[src/rtl/uart_tx_fsm.sv]
// UART transmit frame sequencer: Moore outputs decoded from registered state, one bit per clk.
// No backpressure; data_valid is accepted only in IDLE and is otherwise dropped, never queued.
module uart_tx_fsm #(
  parameter int DATA_WIDTH = 8,
  parameter int CNTR_WIDTH = 4
) (
  input  logic       clk,
  input  logic       rst,
  input  logic       data_valid,
  input  logic       par_en,
  input  logic       stop2,
  input  logic       ser_done,
  output logic       ser_en,
  output logic [1:0] mux_sel,
  output logic       busy,
  output logic       tx_done,
  output logic       frame_err
);

  typedef enum logic [2:0] {
    S_IDLE   = 3'd0,
    S_START  = 3'd1,
    S_DATA   = 3'd2,
    S_PARITY = 3'd3,
    S_STOP   = 3'd4
  } state_t;

  localparam logic [CNTR_WIDTH-1:0] WDOG_LAST = CNTR_WIDTH'(DATA_WIDTH - 1);

  localparam logic [1:0] MUX_START  = 2'b00;
  localparam logic [1:0] MUX_IDLE   = 2'b01;
  localparam logic [1:0] MUX_DATA   = 2'b10;
  localparam logic [1:0] MUX_PARITY = 2'b11;

  state_t                r_state;
  state_t                w_state_nxt;
  logic                  r_par_q;
  logic                  r_stop2_q;
  logic                  r_stop_cnt;
  logic                  r_frame_err;
  logic [CNTR_WIDTH-1:0] r_wdog;

  logic w_accept;
  logic w_wdog_expired;
  logic w_overrun;
  logic w_stop_last;

  assign w_accept       = (r_state == S_IDLE) && data_valid;
  assign w_wdog_expired = (r_wdog == WDOG_LAST);
  assign w_overrun      = (r_state == S_DATA) && !ser_done && w_wdog_expired;
  // With two stop bits the first STOP cycle has r_stop_cnt=0, the second has 1.
  assign w_stop_last    = !r_stop2_q || r_stop_cnt;

  always_ff @(posedge clk or negedge rst) begin
    if (!rst) begin
      r_state <= S_IDLE;
    end else begin
      r_state <= w_state_nxt;
    end
  end

  always_comb begin
    w_state_nxt = S_IDLE;
    case (r_state)
      S_IDLE:   w_state_nxt = data_valid ? S_START : S_IDLE;
      S_START:  w_state_nxt = S_DATA;
      S_DATA: begin
        if (ser_done) begin
          w_state_nxt = r_par_q ? S_PARITY : S_STOP;
        end else if (w_wdog_expired) begin
          w_state_nxt = S_STOP;
        end else begin
          w_state_nxt = S_DATA;
        end
      end
      S_PARITY: w_state_nxt = S_STOP;
      S_STOP:   w_state_nxt = w_stop_last ? S_IDLE : S_STOP;
      default:  w_state_nxt = S_IDLE;
    endcase
  end

  always_comb begin
    ser_en  = 1'b0;
    mux_sel = MUX_IDLE;
    busy    = 1'b0;
    tx_done = 1'b0;
    case (r_state)
      S_START: begin
        mux_sel = MUX_START;
        busy    = 1'b1;
      end
      S_DATA: begin
        mux_sel = MUX_DATA;
        busy    = 1'b1;
        ser_en  = 1'b1;
      end
      S_PARITY: begin
        mux_sel = MUX_PARITY;
        busy    = 1'b1;
      end
      S_STOP: begin
        mux_sel = MUX_IDLE;
        busy    = 1'b1;
        tx_done = w_stop_last;
      end
      default: begin
        mux_sel = MUX_IDLE;
      end
    endcase
  end

  // Frame options are frozen at accept so mid-frame input changes cannot alter timing.
  always_ff @(posedge clk or negedge rst) begin
    if (!rst) begin
      r_par_q   <= 1'b0;
      r_stop2_q <= 1'b0;
    end else if (w_accept) begin
      r_par_q   <= par_en;
      r_stop2_q <= stop2;
    end
  end

  always_ff @(posedge clk or negedge rst) begin
    if (!rst) begin
      r_wdog <= '0;
    end else if (r_state == S_START) begin
      r_wdog <= '0;
    end else if (r_state == S_DATA) begin
      r_wdog <= r_wdog + CNTR_WIDTH'(1);
    end
  end

  always_ff @(posedge clk or negedge rst) begin
    if (!rst) begin
      r_stop_cnt <= 1'b0;
    end else if (r_state == S_STOP) begin
      r_stop_cnt <= r_stop2_q && !r_stop_cnt;
    end else begin
      r_stop_cnt <= 1'b0;
    end
  end

  always_ff @(posedge clk or negedge rst) begin
    if (!rst) begin
      r_frame_err <= 1'b0;
    end else if (w_overrun) begin
      r_frame_err <= 1'b1;
    end
  end

  assign frame_err = r_frame_err;

endmodule
[config.mk]
export PLATFORM = sky130hd
export DESIGN_NAME = uart_tx_fsm
export DESIGN_NICKNAME = d
export VERILOG_FILES = /design/src/rtl/uart_tx_fsm.sv
export SDC_FILE = /design/constraint.sdc
export NUM_CORES = 1
export LEC_CHECK = 0
export CORE_UTILIZATION = 40
export CTS_CLUSTER_DIAMETER = 200
export DETAILED_ROUTE_END_ITERATION = 16
export PLACE_DENSITY_LB_ADDON = 0.12
export SLEW_MARGIN = 5
export SYNTH_ARGS = -nofsm -noshare
export SYNTH_HDL_FRONTEND = slang
export SYNTH_SLANG_ARGS = --single-unit
[constraint.sdc]
create_clock -name clk -period 1.38 [get_ports clk]
set_clock_uncertainty 0.1 [all_clocks]
set_input_delay 0.276 -clock clk [delete_from_list [all_inputs] [get_ports clk]]
set_output_delay 0.276 -clock clk [all_outputs]
set_load 0.02 [all_outputs]
==> out/summary.txt <==
RSZ-0062 raised after global routing - true
Hold-fix buffers at CTS - 0
Final min period - 1.58 ns
Sequential area share after synthesis - 46.9%
Syn. warnings - 0
Largest net degree at the start of global routing - 12
Pre-antenna DRT Iters - 4
Critical Path AT - 1.20 ns
Slew Viols, Final - 0
Final period util - 114%
Cell with the most instances after synthesis - dfrtp_1
Synth top area share - 46.9%
CTS max path bufs - 2
P_leak - 0.000480 uW
Seq cells post-synth - 11
Worst r2r path cells - 3
Chip Height - 40.3 um
Setup Viol. Count Final - 10
Average routed wire per standard cell - 15.1 um
Die area - 1620 sq um
TritonCTS clock tree - built
Vias per cell - 5.07
Synth cell count leaders - 11 x dfrtp_1, 4 x nand2b_1, 4 x nor2b_1
Worst relative slew slack - 81.0%
Post-Syn Area - 587 sq um
Outcome - finished with violations
1st-iter DRT viols - 10
Reg-to-reg critical path endpoint - r_stop2_q
R2R setup slack - -0.14 ns
Row count - 13
Final WL - 1550 um
Via Count - 522
Pre-CTS setup slack - -0.427 ns
Post-Synthesis Cells - 52
FF-to-FF Start - r_state[0]
Max H-tree Level - 1
Layout cells sized above 1 - 55.7%
Root buffer cell - clkbuf_4
Drt drc - 0
Cell Pwr Density - 2330 nW/um^2
GPL Wtd Cong - 0.820
Synthesized area per cell - 11.3 sq um
Syn_nets - 59
Syn-to-layout area delta - 67.4%
Die Width - 40.3 um
Worst Setup Slack, final - -0.195 ns
Top FF cell, synth - dfrtp_1
IO Port Bufs - 11
TNS Setup - -1.29 ns
Fillers - 105
Clk slew on worst S/H paths - 0.07 ns
Share of flip-flops with an asynchronous set or reset - 100%
Synth area leaders - dfrtp_1 47%, nand2b_1 4.3%, nor2b_1 4.3%, nor4b_4 4.1%, mux2_2 3.8%
Failing checks - setup timing
WP data required - 1.00 ns
First-pass GRT wire length - 2380 um
# Max-Cap Violations - 0
Final ANT Viol Nets - 0
Hold Crit Class - in -> async
Diode count - 0
Fmax - 635 MHz
Crit Path Category - reg -> out
CP Launch Type - flip-flop
Actual slew at the worst max-slew pin - 0.283 ns
Peak VDD IR - 1590 uV
Dpl cell area - 840 sq um
Cell accounting for the most synthesized area - dfrtp_1
CP Capture Type - output port
GRT Total Usage - 24.5%
NumNets Final - 96
Gr ovfl total - 0
Initial Util - 44.0%
Finished Cell Area - 982 sq um
Synth unique cells - 29
DPL Wire Length - 1110 um
Core ar. - 1330 sq um
Vias in the first global route - 510
Number of clock sinks - 11
Endpoints failing hold - 0
Max FO, Critical Path - 5
Post-synth EDFFs - 0
CTS buffer count - 3
Antenna violations before repair - 0
Tot Pwr - 2290 uW
Clk_lat worst skew - 0.27 ns
Io pins - 12
==> stage by stage <==
step                hold slack, ns  std cells  util (%)
global placement             0.341         94      62.9
detailed placement           0.386         94      62.9
finish                       0.194        103      73.6
CTS                          0.198        103      71.4
floorplan                   -0.120         52         -
global route                 0.210        103      73.6
==> sequential cells by signal, indices dropped and copies added, names as in the netlist <==
name and cells:
frame_err 1, r_wdog 4, r_par_q 1, r_state 3, r_stop2_q 1, r_stop_cnt 1
==> critical path: stages (launching register included) <==
cell and delay, ns:
dfrtp_2 0.46, nand2b_4 0.15, a21o_1 0.19, buf_6 0.13
==> area by class of cell <==
cell class | count | area (sq um) | share of cell area (%)
clock buffer | 4 | 26.3 | 2.68
inverter | 2 | 7.51 | 0.764
multi-input combinational | 36 | 350 | 35.7
sequential | 11 | 279 | 28.4
tap | 15 | 18.8 | 1.91
timing repair buffer | 35 | 300 | 30.6
==> worst max-delay path by stage <==
| stage | from | to | depth (start not counted) |
|---|---|---|---|
| 2_1_floorplan | r_state[0] | r_wdog[0] | 4 |
| 3_3_place_gp | r_state[0] | tx_done | 4 |
| 3_5_place_dp | r_state[1] | tx_done | 4 |
| 4_1_cts | r_state[0] | mux_sel[0] | 4 |
| 5_1_grt | r_state[1] | ser_en | 3 |
| 6_report | r_state[0] | mux_sel[0] | 3 |
==> per-layer routing <==
metal / track usage (%) / share of wire, %
met1: 32.5 / 48
met5: 0 / 0
met4: 15.0 / 2.2
met3: 5.00 / 2.9
met2: 36.3 / 47
==> repair_timing <==
item | in CTS | in global routing
resized for setup | 41 | 8
setup endpoints to repair | 13 | 14
hold endpoints to repair | 0 | 0
buffers inserted | 6 | 0
pin swaps | 3 | 6
==> cells by family (layout without fill, tap and decap cells) <==
logic type / after synthesis / count (layout) / share of synthesized area [%]
AO/OA/AOI/OAI: 12 / 12 / 15.1
XOR/XNOR: 1 / 1 / 1.49
adder cells (fa/ha/maj): 1 / 1 / 2.13
flip-flops: 11 / 11 / 46.9
AND/OR/NAND/NOR: 19 / 19 / 23.0
buffers and inverters: 5 / 41 / 4.90
multiplexers: 3 / 3 / 6.40
==> layout by cell type, fill, tap and decap left out, types with 2 or more instances in the layout <==
cell             count
buf_4               23
dfrtp_1              8
buf_6                6
clkdlybuf4s50_1      5
nor2b_1              4
nand2b_4             3
mux2_4               3
clkbuf_4             3
dfrtp_2              3
a21o_1               2
a31oi_1              2
==> report_power, final <==
part | internal (uW) | leakage (uW) | switching [uW] | total (uW)
Clock | 112 | 0.0000150 | 115 | 227
Sequential | 448 | 0.000139 | 128 | 576
Combinational | 869 | 0.000325 | 614 | 1480
Total | 1430 | 0.000480 | 856 | 2290
No activity file was read; power rests on OpenSTA's default activity.
